**src/rtl/prbs_frame_checker_pkg.sv**
```systemverilog
// Constants, state encoding and the PRBS-7 word-step function shared by the
// frame transmitter and the frame checker.
package prbs_frame_checker_pkg;

    localparam logic [31:0] SYNC_WORD_DEF = 32'hBC3C_5A5A;
    localparam logic [6:0]  PRBS_SEED     = 7'h7F;
    localparam int          PRBS_TAP_A    = 6;
    localparam int          PRBS_TAP_B    = 5;

    typedef enum logic [1:0] {
        ST_HUNT    = 2'd0,
        ST_PAYLOAD = 2'd1,
        ST_REPORT  = 2'd2
    } state_e;

    // Runs the x^7+x^6+1 generator 32 times; returns {next_state, word}.
    // The first generated bit lands in bit 31 (first on the line).
    function automatic logic [38:0] prbs7_step32(input logic [6:0] s);
        logic [6:0]  st;
        logic [31:0] w;
        logic        b;
        st = s;
        w  = 32'd0;
        for (int i = 31; i >= 0; i--) begin
            b    = st[PRBS_TAP_A] ^ st[PRBS_TAP_B];
            w[i] = b;
            st   = {st[5:0], b};
        end
        return {st, w};
    endfunction

endpackage

```
**src/rtl/prbs_frame_checker_prbs7_gen.sv**
```systemverilog
// Parallel PRBS-7 generator: o_word is the word expected for the current
// position; i_advance steps 32 bits, i_load restarts from the seed.
module prbs7_gen
    import prbs_frame_checker_pkg::*;
(
    input  logic        clk,
    input  logic        rst_n,
    input  logic        i_load,
    input  logic        i_advance,
    output logic [31:0] o_word
);

    logic [6:0]  r_state;
    logic [38:0] w_step;

    assign w_step = prbs7_step32(r_state);
    assign o_word = w_step[31:0];

    // Generator state: seed on load, 32-bit step on advance.
    always_ff @(posedge clk or negedge rst_n) begin
        if (!rst_n) begin
            r_state <= PRBS_SEED;
        end else if (i_load) begin
            r_state <= PRBS_SEED;
        end else if (i_advance) begin
            r_state <= w_step[38:32];
        end else begin
            r_state <= r_state;
        end
    end

endmodule

```
**config.mk**
```make
export PLATFORM = sky130hd
export DESIGN_NAME = prbs7_gen
export DESIGN_NICKNAME = d
export VERILOG_FILES = /design/src/rtl/prbs_frame_checker_pkg.sv /design/src/rtl/prbs_frame_checker_prbs7_gen.sv
export SDC_FILE = /design/constraint.sdc
export NUM_CORES = 1
export LEC_CHECK = 0
export ABC_AREA = 1
export ABC_CLOCK_PERIOD_IN_PS = 5500
export CORE_ASPECT_RATIO = 1.4
export CORE_UTILIZATION = 30
export DETAILED_ROUTE_END_ITERATION = 7
export GPL_ROUTABILITY_DRIVEN = 0
export MAX_ROUTING_LAYER = met4
export PLACE_DENSITY = 0.63
export SLEW_MARGIN = 10
export SYNTH_ARGS = -nofsm -noshare
export SYNTH_HDL_FRONTEND = slang
export SYNTH_SLANG_ARGS = --single-unit
```
**constraint.sdc**
```tcl
create_clock -name clk -period 5.5 [get_ports clk]
set_clock_uncertainty 0.15 [all_clocks]
set_input_delay 0.825 -clock clk [delete_from_list [all_inputs] [get_ports clk]]
set_output_delay 0.825 -clock clk [all_outputs]
set_load 0.05 [all_outputs]
```
Yosys cells after proc, flatten, opt, wreduce, memory -nomap -nowiden
Cells that the tools add are included.
Widths: inputs -> output; s select.

storage, ports and cells
  bits in registers = 7
  input port bits = 4
  output and inout port bits = 32
  logic and storage cells = 36

operators by class
  multiplexer cells = 2
  bitwise operators = 32
  reduce and logical (&&, ||, !) cells = 1

operators with widths
  operator           number
  $xor 1x1->1        32
  $mux 7             2
  $reduce_bool 2->1  1

Logic depth before layout (Yosys ltp)
Gate-level depths: netlist of the first run.

  depth after elaboration = 8
  mapped depth = 13
  depth with buffers taken out = 12

Worst setup path before layout of the first run
OpenSTA, ideal clock, no wires.

  path type = flip-flop to output port
  from = register r_state[5]
  to = output port o_word[6]
  arrival time = 2.885 ns
  data required time = 4.525 ns
  path slack = 1.640 ns
  cell stages (with the launch flop) = 11
  path buffers = 1
  path through = dfstp_2 > buf_6 > inv_1 > nand2_1 > nand2_1 > nand2_1 > nand2_1 > xor2_2 > inv_1 > nand2_1 > and2_1

between the ends
  longest elaborated chain between the ends = 5
  elaborated cells between the ends (all ways) = 9
  classes of those cells = 9 x bitwise

ends and longest elaborated chain
  element                    RTL line                            text
  start: declaration         prbs_frame_checker_prbs7_gen.sv:13  logic [6:0] r_state;
  start signal: assignment   prbs_frame_checker_prbs7_gen.sv:26  r_state <= w_step[38:32];
  start signal: assignment   prbs_frame_checker_prbs7_gen.sv:28  r_state <= r_state;
  $xor 1x1->1                prbs_frame_checker_pkg.sv:25        b = st[PRBS_TAP_A] ^ st[PRBS_TAP_B];
  net o_word[31]             prbs_frame_checker_prbs7_gen.sv:10  output logic [31:0] o_word
  $xor 1x1->1                prbs_frame_checker_pkg.sv:25
  net o_word[25]             prbs_frame_checker_prbs7_gen.sv:10
  $xor 1x1->1 (2 in series)  prbs_frame_checker_pkg.sv:25
  net o_word[13]             prbs_frame_checker_prbs7_gen.sv:10
  $xor 1x1->1                prbs_frame_checker_pkg.sv:25
  end: declaration           prbs_frame_checker_prbs7_gen.sv:10

The timed path passes the listed nets, and every way through them passes these cells.

Worst setup path after layout of the first run
  from = register r_state[5]
  to = output port o_word[6]

between the ends
  longest elaborated chain between the ends = 5
  elaborated cells between the ends (all ways) = 9
  classes of those cells = 9 x bitwise

ends and longest elaborated chain
  element                    RTL line
  $xor 1x1->1 (4 in series)  prbs_frame_checker_pkg.sv:25
  $xor 1x1->1 *              prbs_frame_checker_pkg.sv:25

Every way passes the cells marked *; elsewhere a longest branch is shown, timed or not.

==> results of run 1 <==
==> per-layer routing <==
layer | up-vias | track usage [%]
met5 | - | -
met4 | 0 | 7.353
met3 | 2 | 1.142
met2 | 23 | 33.10
met1 | 455 | 16.26
li1 | 537 | -
==> placed cells by master (no fill, tap or decap) <==
master	count
xnor2_2	1
inv_1	17
inv_2	3
nand2_1	78
xnor2_1	4
xor2_2	2
a22oi_1	3
and2_1	1
nor2_1	2
dfstp_2	7
nand3_1	13
a21oi_1	4
clkbuf_8	3
clkdlybuf4s50_1	35
xor2_1	7
nand2_2	9
clkbuf_1	1
==> Yosys cell counts <==
cell	number	share of area, %
nand2_1	78	32
inv_1	17	7.1
nand3_1	13	7.2
nand2_2	9	6.2
dfstp_2	7	20
xor2_1	7	6.8
a21oi_1	4	2.2
xnor2_1	4	3.9
a22oi_1	3	2.5
inv_2	3	1.2
buf_6	2	2.5
nor2_1	2	0.83
xor2_2	2	3.6
and2_1	1	0.69
buf_4	1	0.83
xnor2_2	1	1.8
==> worst paths after layout <==
| path | endpoint | cells past startpoint |
|---|---|---|
| worst max register to register | r_state[3] | 10 |
| worst min-delay path | r_state[4] | 2 |
| worst max-delay path | o_word[6] | 10 |
| max in group asynchronous | r_state[5] | 1 |
| worst min register to register | r_state[4] | 2 |
| min in group asynchronous | r_state[3] | 1 |
==> logic make-up after synthesis <==
logic type             share of synthesized area, %
AO/OA/AOI/OAI                                 4.703
AND/OR/NAND/NOR                               47.30
buffers and inverters                         11.62
XOR/XNOR                                      16.04
flip-flops                                    20.33
==> through the flow <==
stage | cell area, um2 | utilization, % | cells | worst slack, ns | hold slack (ns)
3_5_place_dp | 1271 | 44.17 | 223 | 2.153 | 0.4165
6_report | 1316 | 45.74 | 227 | 1.920 | 0.4176
4_1_cts | 1316 | 45.74 | 227 | 1.901 | 0.4227
5_1_grt | 1316 | 45.74 | 227 | 1.754 | 0.4392
3_3_place_gp | 1271 | 44.17 | 223 | 2.195 | 0.4145
2_1_floorplan | 904.6 | - | 154 | 1.640 | 0.3836
==> critical path, stage by stage (launching register included) <==
cell	delay [ns]
dfstp_2	0.63
inv_1	0.08
nand2_1	0.06
nand2_1	0.16
nand2_1	0.15
nand2_1	0.11
xor2_2	0.17
inv_1	0.05
nand2_1	0.06
and2_1	0.12
clkdlybuf4s50_1	0.79
==> layout make-up <==
class	count	area, um2	area share [%]
multi-input combinational	124	615.6	46.77
inverter	20	75.07	5.703
sequential	7	183.9	13.97
timing repair buffer	35	350.3	26.62
clock buffer	4	45.04	3.422
tap	37	46.29	3.517
==> out/results.txt, run 1 <==
Status - completed
Slew Limit Fails - 0
Crit end category - primary output
Critical path type - reg -> out
Reg-to-reg slack, setup - 3.62 ns
Fin. Hold Viols - 0
Endpoints failing setup - 0
DR pass1 iterations - 4
RSZ-0062 raised after global routing - false
Biggest register - r_state
Yosys reg bits - 7
Clock Pin Slew Worst Setup and Hold Paths - 0.04 ns
Worst-margin pin slew - 0.5057 ns
GRT Residual Overflow - 0
Synth Instances - 154
WL/cell - 10.59 um
Min-delay worst type - reg -> reg
Final HPWL DP - 2069 um
Largest net degree at the start of global routing - 9
Max FFs per register - 7
WL met2 - 1333 um
Vias in the first global route - 961
Mapped Avg Cell Area - 5.874 um2
Fill count - 327
Total of max-cap violations - 0
Required @ worst endpoint - 4.53 ns
Vias per cell - 4.480
Global-route wire length before repair - 4133 um
CP arrival - 2.60 ns
Routed Antenna Nets - 0
Die area - 3242 um2
CTS tree - yes
Die Wd - 48.41 um
Vias - 1017
IO Count - 36
Die height - 66.98 um
Clk root buf - clkbuf_8
Hold Startpoint - r_state[4]
Iteration-0 DRC count of the detailed router - 16
Metal-1 WL - 975 um
Seq/Total Area, Yosys - 20.33%
Met3 WL - 66 um
Post-route DRC - 0
CTS max path bufs - 2
Worst slew margin - 66.18%
Crit start category - register
Top routing layer used - met4
Area growth, synth to finish - 45.50%
Synth cell types - 16
H-tree levels - 1
Initial Util - 31.43%
Total GRT Usage - 16.52%
Cts hold-fix bufs - 0
Clock Latency Late Sink - 0.22 ns
Fraction of layout cells with a size suffix above 1 - 13.16%
Final period utilization - 65.09%
Row count - 23
Fin Setup TNS - 0 ns
Syn nets - 158
Biggest regs - r_state (7)
Post-CTS setup buffers - 0
Core Region - 2878 um2
Final min period - 3.580 ns
F_max - 279.3 MHz
IO buf count - 35
CTS resizes - 0
Ant. Diodes - 0
Clk sinks - 7
Total CTS buffers - 3
CP startpoint - r_state[5]
Initial antenna violation count - 0
Worst reg2reg path startpoint - r_state[5]
Synth warn - 0
Routed WL - 2403 um
Synth Cell Area - 904.6 um2
Crit path max fanout - 7
Fin nets - 195
Power of run 1 is left out: the tool's default activity adds up to more than one toggle a clock period on the data nets, which glitch-free logic cannot reach.
==> inputs of run 2 (changes only) <==
- ABC_CLOCK_PERIOD_IN_PS: 5500 -> 3200
- PLACE_DENSITY: 0.63 -> 0.65
- clock period: 5.5 -> 3.2 ns (I/O delays scaled with it)
==> run 2 against run 1 <==
Net effect: sequential share of layout area decreased by 0.20 points; first-iteration DRC count increased by 6.3%; final cell count unchanged; via count increased by 0.29%; setup slack got worse by 1.8 ns; final area increased by 1.4%; register-to-register slack got worse by 2.3 ns; count of clock-buffer cells in the layout unchanged; critical path type unchanged; critical endpoint is now o_word[13].
==> out/results.txt, run 2 (same netlist as run 1, synthesis figures left out) <==
Status - completed (unchanged)
Area growth, synth to finish - 47.58% (was 45.50%)
Min-delay worst type - reg -> reg (unchanged)
Initial antenna violation count - 0 (unchanged)
CTS tree - yes (unchanged)
Row count - 23 (unchanged)
Most common cell after layout, fill and taps aside - nand2_1 (unchanged)
Global-route wire length before repair - 4264 um (was 4133 um)
Die height - 66.98 um (unchanged)
WL/cell - 10.99 um (was 10.59 um)
RSZ-0062 raised after global routing - false (unchanged)
Clk root buf - clkbuf_8 (unchanged)
GRT Residual Overflow - 0 (unchanged)
Total GRT Usage - 16.98% (was 16.52%)
Iteration-0 DRC count of the detailed router - 17 (was 16)
Crit start category - register (unchanged)
Routed Antenna Nets - 0 (unchanged)
Post-route DRC - 0 (unchanged)
Leading cell types in the layout, fill and taps excluded - nand2_1, clkdlybuf4s50_1, inv_1 (unchanged)
Slew Limit Fails - 0 (unchanged)
Ant. Diodes - 0 (unchanged)
Initial Util - 31.43% (unchanged)
Total of max-cap violations - 0 (unchanged)
CP arrival - 2.44 ns (was 2.60 ns)
Routed WL - 2495 um (was 2403 um)
Worst slew margin - 65.40% (was 66.18%)
F_max - 326.1 MHz
Fraction of layout cells with a size suffix above 1 - 17.37% (was 13.16%)
Core Region - 2878 um2 (unchanged)
Biggest register - r_state (unchanged)
Die Wd - 48.41 um (unchanged)
Vias in the first global route - 971 (was 961)
IO Count - 36 (unchanged)
CTS max path bufs - 2 (unchanged)
Vias per cell - 4.493 (was 4.480)
Clock Pin Slew Worst Setup and Hold Paths - 0.04 ns (about the same)
Largest net degree at the start of global routing - 9 (unchanged)
Final min period - 3.067 ns
Fin. Hold Viols - 0 (unchanged)
DR pass1 iterations - 6 (was 4)
Vias - 1020 (was 1017)
Final WS setup - 0.1333 ns (was 1.920 ns)
Post-Place Worst Slack - 0.3775 ns (was 2.153 ns)
Clk sinks - 7 (unchanged)
Crit path max fanout - 7 (unchanged)
Required @ worst endpoint - 2.57 ns (was 4.53 ns)
Final HPWL DP - 2113 um (was 2069 um)
Max FFs per register - 7 (unchanged)
IO buf count - 35 (unchanged)
Fill count - 301 (was 327)
Critical path type - reg -> out (unchanged)
Worst hold margin - 0.4317 ns (was 0.4176 ns)
Clock Latency Late Sink - 0.22 ns (about the same)
Worst-margin pin slew - 0.5182 ns (was 0.5057 ns)
Endpoints failing setup - 0 (unchanged)
Final period utilization - 95.84%
Fin nets - 195 (unchanged)
Total CTS buffers - 3 (unchanged)
Die area - 3242 um2 (unchanged)
Cts hold-fix bufs - 0 (unchanged)
Crit end category - primary output (unchanged)
Biggest regs - r_state (7) (unchanged)
H-tree levels - 1 (unchanged)
run 2: metrics by stage:
stage | cell area, um2 | setup TNS [ns] | utilization (%) | instances
3_3_place_gp | 1287 | 0 | 44.74 | 223
6_report | 1335 | 0 | 46.39 | 227
4_1_cts | 1333 | 0 | 46.30 | 227
2_1_floorplan | 930.9 | -0.04119 | - | 154
5_1_grt | 1335 | 0 | 46.39 | 227
3_5_place_dp | 1287 | 0 | 44.74 | 223
run 2: area by class of cell:
cell class | instances | area [um2] | share of cell area, %
clock buffers | 4 | 45.04 | 3.374
inverters | 20 | 75.07 | 5.623
multi-input cells | 124 | 641.9 | 48.08
flip-flops and latches | 7 | 183.9 | 13.78
well taps | 37 | 46.29 | 3.468
repair buffers | 35 | 342.8 | 25.68
run 2: path summary, 6_finish.rpt:
check                                 from          to  slack [ns]  cells past startpoint
worst max-delay path            r_state[5]  o_word[13]        0.13                      7
worst min-delay path            r_state[4]  r_state[4]        0.43                      2
worst max register to register  r_state[5]  r_state[6]        1.32                     10
worst min register to register  r_state[4]  r_state[4]        0.43                      2
max in group asynchronous            rst_n  r_state[3]        2.25                      1
min in group asynchronous            rst_n  r_state[4]        0.63                      1
run 2: timing repair:
action                     4_1_cts  5_1_grt
buffers inserted                 0        0
setup endpoints to repair        0        1
resized for setup                0        1
run 2: layer usage:
| layer | track usage (%) | wire, um | part of all wire, % |
|---|---|---|---|
| met1 | 19.45 | 1109 | 44 |
| met2 | 31.87 | 1301 | 52 |
| met3 | 2.740 | 85 | 3.4 |
| met4 | 2.206 | 0 | 0 |
| met5 | - | 0 | 0 |
run 2: critical path, cell delays in order (launching register included):
cell	delay (ns)
dfstp_2	0.63
inv_1	0.08
nand2_1	0.10
nand2_2	0.12
nand2_1	0.14
nand2_2	0.12
xor2_4	0.20
clkdlybuf4s50_1	0.82
Power of run 2 is left out for the same reason.
